File: src/rtl/hydro_tdoa_capture.sv
// Hydrophone time-difference-of-arrival capture: measures ticks between channel A/B rising edges after arm.
// Optional HYDRO_TDOA_AUTOREARM_EN: HOLDOFF returns to ARMED instead of IDLE for continuous capture.
module hydro_tdoa_capture #(
    parameter int PRESCALE      = 50,
    parameter int TIMEOUT_TICKS = 1000,
    parameter int HOLDOFF_CYC   = 50000
) (
    input  logic       clk,
    input  logic       rst_n,
    input  logic       arm,
    input  logic       hit_a,
    input  logic       hit_b,
    output logic [7:0] disp_val,
    output logic       first_b,
    output logic       result_valid,
    output logic       timeout,
    output logic       busy
);

    localparam int PRE_W  = (PRESCALE > 1) ? $clog2(PRESCALE) : 1;
    localparam int TICK_W = $clog2(TIMEOUT_TICKS + 1);
    localparam int HOLD_W = (HOLDOFF_CYC > 1) ? $clog2(HOLDOFF_CYC) : 1;

    localparam logic [PRE_W-1:0]  PRE_MAX    = PRE_W'(PRESCALE - 1);
    localparam logic [TICK_W-1:0] TICK_LIMIT = TICK_W'(TIMEOUT_TICKS);
    localparam logic [HOLD_W-1:0] HOLD_MAX   = HOLD_W'(HOLDOFF_CYC - 1);

    typedef enum logic [1:0] {
        IDLE    = 2'd0,
        ARMED   = 2'd1,
        COUNT   = 2'd2,
        HOLDOFF = 2'd3
    } state_t;

    state_t             state_q, state_d;
    logic [2:0]         a_pipe_q, a_pipe_d;
    logic [2:0]         b_pipe_q, b_pipe_d;
    logic [PRE_W-1:0]   pre_q, pre_d;
    logic [TICK_W-1:0]  tick_q, tick_d;
    logic [7:0]         delta_q, delta_d;
    logic [HOLD_W-1:0]  hold_q, hold_d;
    logic               lead_b_q, lead_b_d;
    logic [7:0]         disp_q, disp_d;
    logic               first_b_q, first_b_d;
    logic               timeout_q, timeout_d;
    logic               rv_q, rv_d;

    logic               rise_a, rise_b, opp_rise, pre_wrap;
    logic [PRE_W-1:0]   pre_next;
    logic [TICK_W-1:0]  tick_next;
    logic [7:0]         delta_next;
    state_t             after_holdoff;

    // Pipe bits: [0] metastable stage, [1] synchronized level, [2] previous level for edge detect.
    always_comb begin
        a_pipe_d = {a_pipe_q[1:0], hit_a};
        b_pipe_d = {b_pipe_q[1:0], hit_b};
    end

    assign rise_a   = a_pipe_q[1] & ~a_pipe_q[2];
    assign rise_b   = b_pipe_q[1] & ~b_pipe_q[2];
    assign opp_rise = lead_b_q ? rise_a : rise_b;

    // Counters hold the elapsed cycles N of the current cycle as tick*PRESCALE + pre.
    always_comb begin
        pre_wrap   = (pre_q == PRE_MAX);
        pre_next   = pre_wrap ? '0 : pre_q + 1'b1;
        tick_next  = pre_wrap ? tick_q + 1'b1 : tick_q;
        delta_next = (pre_wrap && delta_q != 8'hFF) ? delta_q + 8'd1 : delta_q;
    end

`ifdef HYDRO_TDOA_AUTOREARM_EN
    assign after_holdoff = ARMED;
`else
    assign after_holdoff = IDLE;
`endif

    always_comb begin
        state_d   = state_q;
        pre_d     = pre_q;
        tick_d    = tick_q;
        delta_d   = delta_q;
        hold_d    = hold_q;
        lead_b_d  = lead_b_q;
        disp_d    = disp_q;
        first_b_d = first_b_q;
        timeout_d = timeout_q;
        rv_d      = 1'b0;

        case (state_q)
            IDLE: begin
                if (arm) begin
                    state_d = ARMED;
                end
            end
            ARMED: begin
                if (rise_a && rise_b) begin
                    disp_d    = 8'd0;
                    first_b_d = 1'b0;
                    timeout_d = 1'b0;
                    rv_d      = 1'b1;
                    hold_d    = '0;
                    state_d   = HOLDOFF;
                end else if (rise_a || rise_b) begin
                    lead_b_d = rise_b;
                    pre_d    = pre_next;
                    tick_d   = tick_next;
                    delta_d  = delta_next;
                    state_d  = COUNT;
                end
            end
            COUNT: begin
                if (opp_rise || (tick_q == TICK_LIMIT && pre_q == '0)) begin
                    disp_d    = opp_rise ? delta_q : 8'hFF;
                    timeout_d = ~opp_rise;
                    first_b_d = lead_b_q;
                    rv_d      = 1'b1;
                    pre_d     = '0;
                    tick_d    = '0;
                    delta_d   = 8'd0;
                    hold_d    = '0;
                    state_d   = HOLDOFF;
                end else begin
                    pre_d   = pre_next;
                    tick_d  = tick_next;
                    delta_d = delta_next;
                end
            end
            HOLDOFF: begin
                if (hold_q == HOLD_MAX) begin
                    hold_d  = '0;
                    state_d = after_holdoff;
                end else begin
                    hold_d = hold_q + 1'b1;
                end
            end
            default: state_d = IDLE;
        endcase
    end

    always_ff @(posedge clk or negedge rst_n) begin
        if (!rst_n) begin
            state_q   <= IDLE;
            a_pipe_q  <= '0;
            b_pipe_q  <= '0;
            pre_q     <= '0;
            tick_q    <= '0;
            delta_q   <= 8'd0;
            hold_q    <= '0;
            lead_b_q  <= 1'b0;
            disp_q    <= 8'd0;
            first_b_q <= 1'b0;
            timeout_q <= 1'b0;
            rv_q      <= 1'b0;
        end else begin
            state_q   <= state_d;
            a_pipe_q  <= a_pipe_d;
            b_pipe_q  <= b_pipe_d;
            pre_q     <= pre_d;
            tick_q    <= tick_d;
            delta_q   <= delta_d;
            hold_q    <= hold_d;
            lead_b_q  <= lead_b_d;
            disp_q    <= disp_d;
            first_b_q <= first_b_d;
            timeout_q <= timeout_d;
            rv_q      <= rv_d;
        end
    end

    assign disp_val     = disp_q;
    assign first_b      = first_b_q;
    assign result_valid = rv_q;
    assign timeout      = timeout_q;
    assign busy         = (state_q != IDLE);

endmodule
File: config.mk
export PLATFORM = sky130hd
export DESIGN_NAME = hydro_tdoa_capture
export DESIGN_NICKNAME = d
export VERILOG_FILES = /design/src/rtl/hydro_tdoa_capture.sv
export SDC_FILE = /design/constraint.sdc
export NUM_CORES = 1
export LEC_CHECK = 0
export ABC_AREA = 1
export BUFFER_PORTS_ARGS = -buffer_cell sky130_fd_sc_hd__buf_2
export CAP_MARGIN = 40
export CORE_MARGIN = 2
export CORE_UTILIZATION = 50
export DETAILED_ROUTE_END_ITERATION = 10
export GPL_ROUTABILITY_DRIVEN = 0
export MAX_ROUTING_LAYER = met4
export PLACE_DENSITY = 0.77
export SYNTH_ARGS = -nofsm -noshare
export SYNTH_HDL_FRONTEND = slang
export SYNTH_SLANG_ARGS = --single-unit
File: constraint.sdc
create_clock -name clk -period 1.6 [get_ports clk]
set_input_delay 0.16 -clock clk [delete_from_list [all_inputs] [get_ports clk]]
set_output_delay 0.16 -clock clk [all_outputs]
set_load 0.005 [all_outputs]
==> flow_summary.toml <==
[outcome]
run_status = "finished, violations left"
violations = "negative setup slack"

[pwr]
cellPowerDensity_nw_per_um2 = 1480
p_leak_uw = 0.00243
peakVddDrop_mv = 0.859

[worst_setup_path]
cp-end-kind = "flop"
cpPeakStageDelay_ps = 420
cp_data_arrival_time_ps = 2010
required_ps = 1820
critical-path-slowest-cell = "dfrtp_1"
r2r_cells = 9
critical_path_class = "reg -> reg"
crit_buf_inv = 4
worstPathCellList = "buf_6, ha_4, o21ai_4, buf_4, buf_12, nor2_4, buf_4, nand4_1, o21ai_0"
crit_cells = 9
worstReg2RegStart = "state_q[1]$_DFFE_PN0P_"
cp-start-kind = "flop"
crit_family = "buffers and inverters"
reg2reg_slack_ps = -190
cp_common_cell = "buf_4"
reg2reg_to = "pre_q[0]$_DFFE_PN0P_"
worstPathMaxFanout = 5

[floorplan]
dieWidth_um = 89.2
start_util_pct = 50.8
rows = 31
io_pins = 17
fp.dieH_um = 89.2
fp.dieArea_um2 = 7950
core_um2 = 7140

[layout]
syn_to_final_growth_pct = 38.8
layout.nets = 579
antennaDiodeCount = 0
layout_common_cells = "nand2_1 (100), dfrtp_1 (59), nor2_1 (49)"
final_area_um2 = 5040
final_util_pct = 70.6
layout-drive-gt1-share_pct = 37.2
n_fill_cell = 520
final_common_cell = "nand2_1"

[cts]
root_buffer = "clkbuf_8"
worstSkewPairLatency_ps = 360
cts_buffers = 9
cts.clk_slew.worst_paths_ps = 80
clock_sinks = 60
cts_max_path_buffers = 2
htree_num_levels = 3
cts_tree = "built"

[sta]
max_freq_mhz = 558
worst_slew_pin_slew_ps = 340
fin_setup_tns_ps = -3010
rsz0062_at_grt = "true"
slew_violations = 0
finalHoldViolations = 0
maxSlewHeadroom_pct = 77.3
finalCriticalPeriod_ps = 1790
timing.final.crit_share_pct = 112
clock_skew_ps = 16.2
setup_slack_ps = -192
setup_viol = 40

[logic_synthesis]
ys_ff_latch = 60
synth_cell_types = 31
synth-seq-area-share_pct = 41.4
ys_warn_count = 0
synth.avg_cell_area_um2 = 7.72
synth_nets = 489
synth_cells = 470
syn_area_um2 = 3630

[placed_design]
placed_cell_area_um2 = 4160
dp.final_hpwl_um = 5610
port_buffers = 16

[grt]
grt_pass1_wl_um = 13600
grt_pass1_vias = 3057
grt_usage_pct = 22.6
globalRouteOverflowTotal = 0
grt_max_degree = 61
grt_antenna_before_repair = 0

[routing]
drt_wl_total_um = 10600
vias_per_cell = 5.47
drc_errors = 0
via_count = 3631
firstDrtPassIters = 5
drt_iter0_markers = 322
ant_nets = 0
routedWlPerCell_um = 15.9

[hold_path]
hold_path_class = "in -> async"

[run]
cap_violations = 0
area by class of cell:
cell class | instances | area [um^2] | share of cell area [%]
well taps | 99 | 124 | 2.46
flip-flops and latches | 60 | 1500 | 29.8
multi-input cells | 340 | 2210 | 43.9
repair buffers | 84 | 728 | 14.5
inverters | 65 | 256 | 5.09
clock inverters | 7 | 91.3 | 1.81
clock buffers | 9 | 124 | 2.46
Yosys cell counts:
cell      count  area (um^2)
o211ai_1      4         30.0
nand3_1      32          160
clkbuf_1      2         7.51
nor2_2        3         18.8
dfrtp_1      60         1500
a211oi_1      1         7.51
o21ai_2      16          140
nor2_8        1         20.0
ha_1         14          175
nand3_2       2         20.0
xor2_1       11         96.3
nand2_1     122          458
a31oi_1       1         6.26
nor2_1       58          218
a21oi_1       5         25.0
a21o_1        2         15.0
xnor2_1       1         8.76
nor3_1        3         15.0
nand2_4       3         33.8
o21ai_1       2         10.0
buf_6         4         45.0
o21bai_1      2         15.0
o21ai_0      23          115
nor2_4        5         56.3
inv_2         5         18.8
inv_1        60          225
nand3b_1      1         7.51
buf_2         1         5.00
nand4_1      19          119
nand3_4       1         17.5
nand2_2       6         37.5
power breakdown:
part	total (uW)	internal, uW	switching (uW)
sequential	1890	1720	177
combinational	4010	1790	2220
clock	1550	870	684
how the worst max path moves through the flow:
stage	startpoint	endpoint	slack, ps
2_1_floorplan	a_pipe_q[1]$_DFF_PN0_	tick_q[5]$_DFFE_PN0P_	1
3_3_place_gp	a_pipe_q[1]$_DFF_PN0_	delta_q[5]$_DFFE_PN0P_	-90
3_5_place_dp	a_pipe_q[1]$_DFF_PN0_	delta_q[5]$_DFFE_PN0P_	-160
4_1_cts	a_pipe_q[2]$_DFF_PN0_	delta_q[5]$_DFFE_PN0P_	-110
5_1_grt	a_pipe_q[1]$_DFF_PN0_	delta_q[5]$_DFFE_PN0P_	-280
6_report	state_q[1]$_DFFE_PN0P_	pre_q[0]$_DFFE_PN0P_	-190
registers in the layout, indices dropped and copies added (netlist names), 2 cells and up:
name,cells
a_pipe_q,3
disp_val,8
tick_q,10
delta_q,8
pre_q,6
b_pipe_q,3
state_q,2
hold_q,16
worst reg2reg max path: stages (launching register included):
cell and delay, ps:
dfrtp_1 420, buf_6 140, ha_4 190, o21ai_4 240, buf_4 170, buf_12 90
nor2_4 30, buf_4 130, nand4_1 90, o21ai_0 140
cell families after synthesis:
logic type / Yosys count / synth area share [%]
xor+xnor: 12 / 2.90
buf+inv: 72 / 8.31
compound gates: 56 / 10.0
simple gates: 256 / 32.6
flops: 60 / 41.4
fa+ha+maj: 14 / 4.83
metal layers:
| metal | track usage (%) | vias up | wire length [um] |
|---|---|---|---|
| li1 | - | 1696 | - |
| met1 | 28.5 | 1736 | 4300 |
| met2 | 35.4 | 144 | 5180 |
| met3 | 4.43 | 55 | 549 |
| met4 | 9.77 | 0 | 554 |
| met5 | - | - | 0 |
what timing repair did:
item,in CTS,in global routing
setup buffers,8,15
endpoints found under the setup margin,48,53
hold endpoints to repair,62,0
gates resized for setup,20,98
gates cloned,1,3
pin swaps,17,32
hold buffers,3,0
per-stage QoR:
stage	cells	setup WS (ps)	hold WS [ps]	power [uW]
final	664	-192	339	7460
after global routing	664	-283	348	7780
after CTS	646	-108	317	6190
after detailed placement	619	-158	196	4400
after global placement	619	-86.5	192	4340
after floorplan	470	1.25	-136	3480
Power figures use the tool's default switching activity.
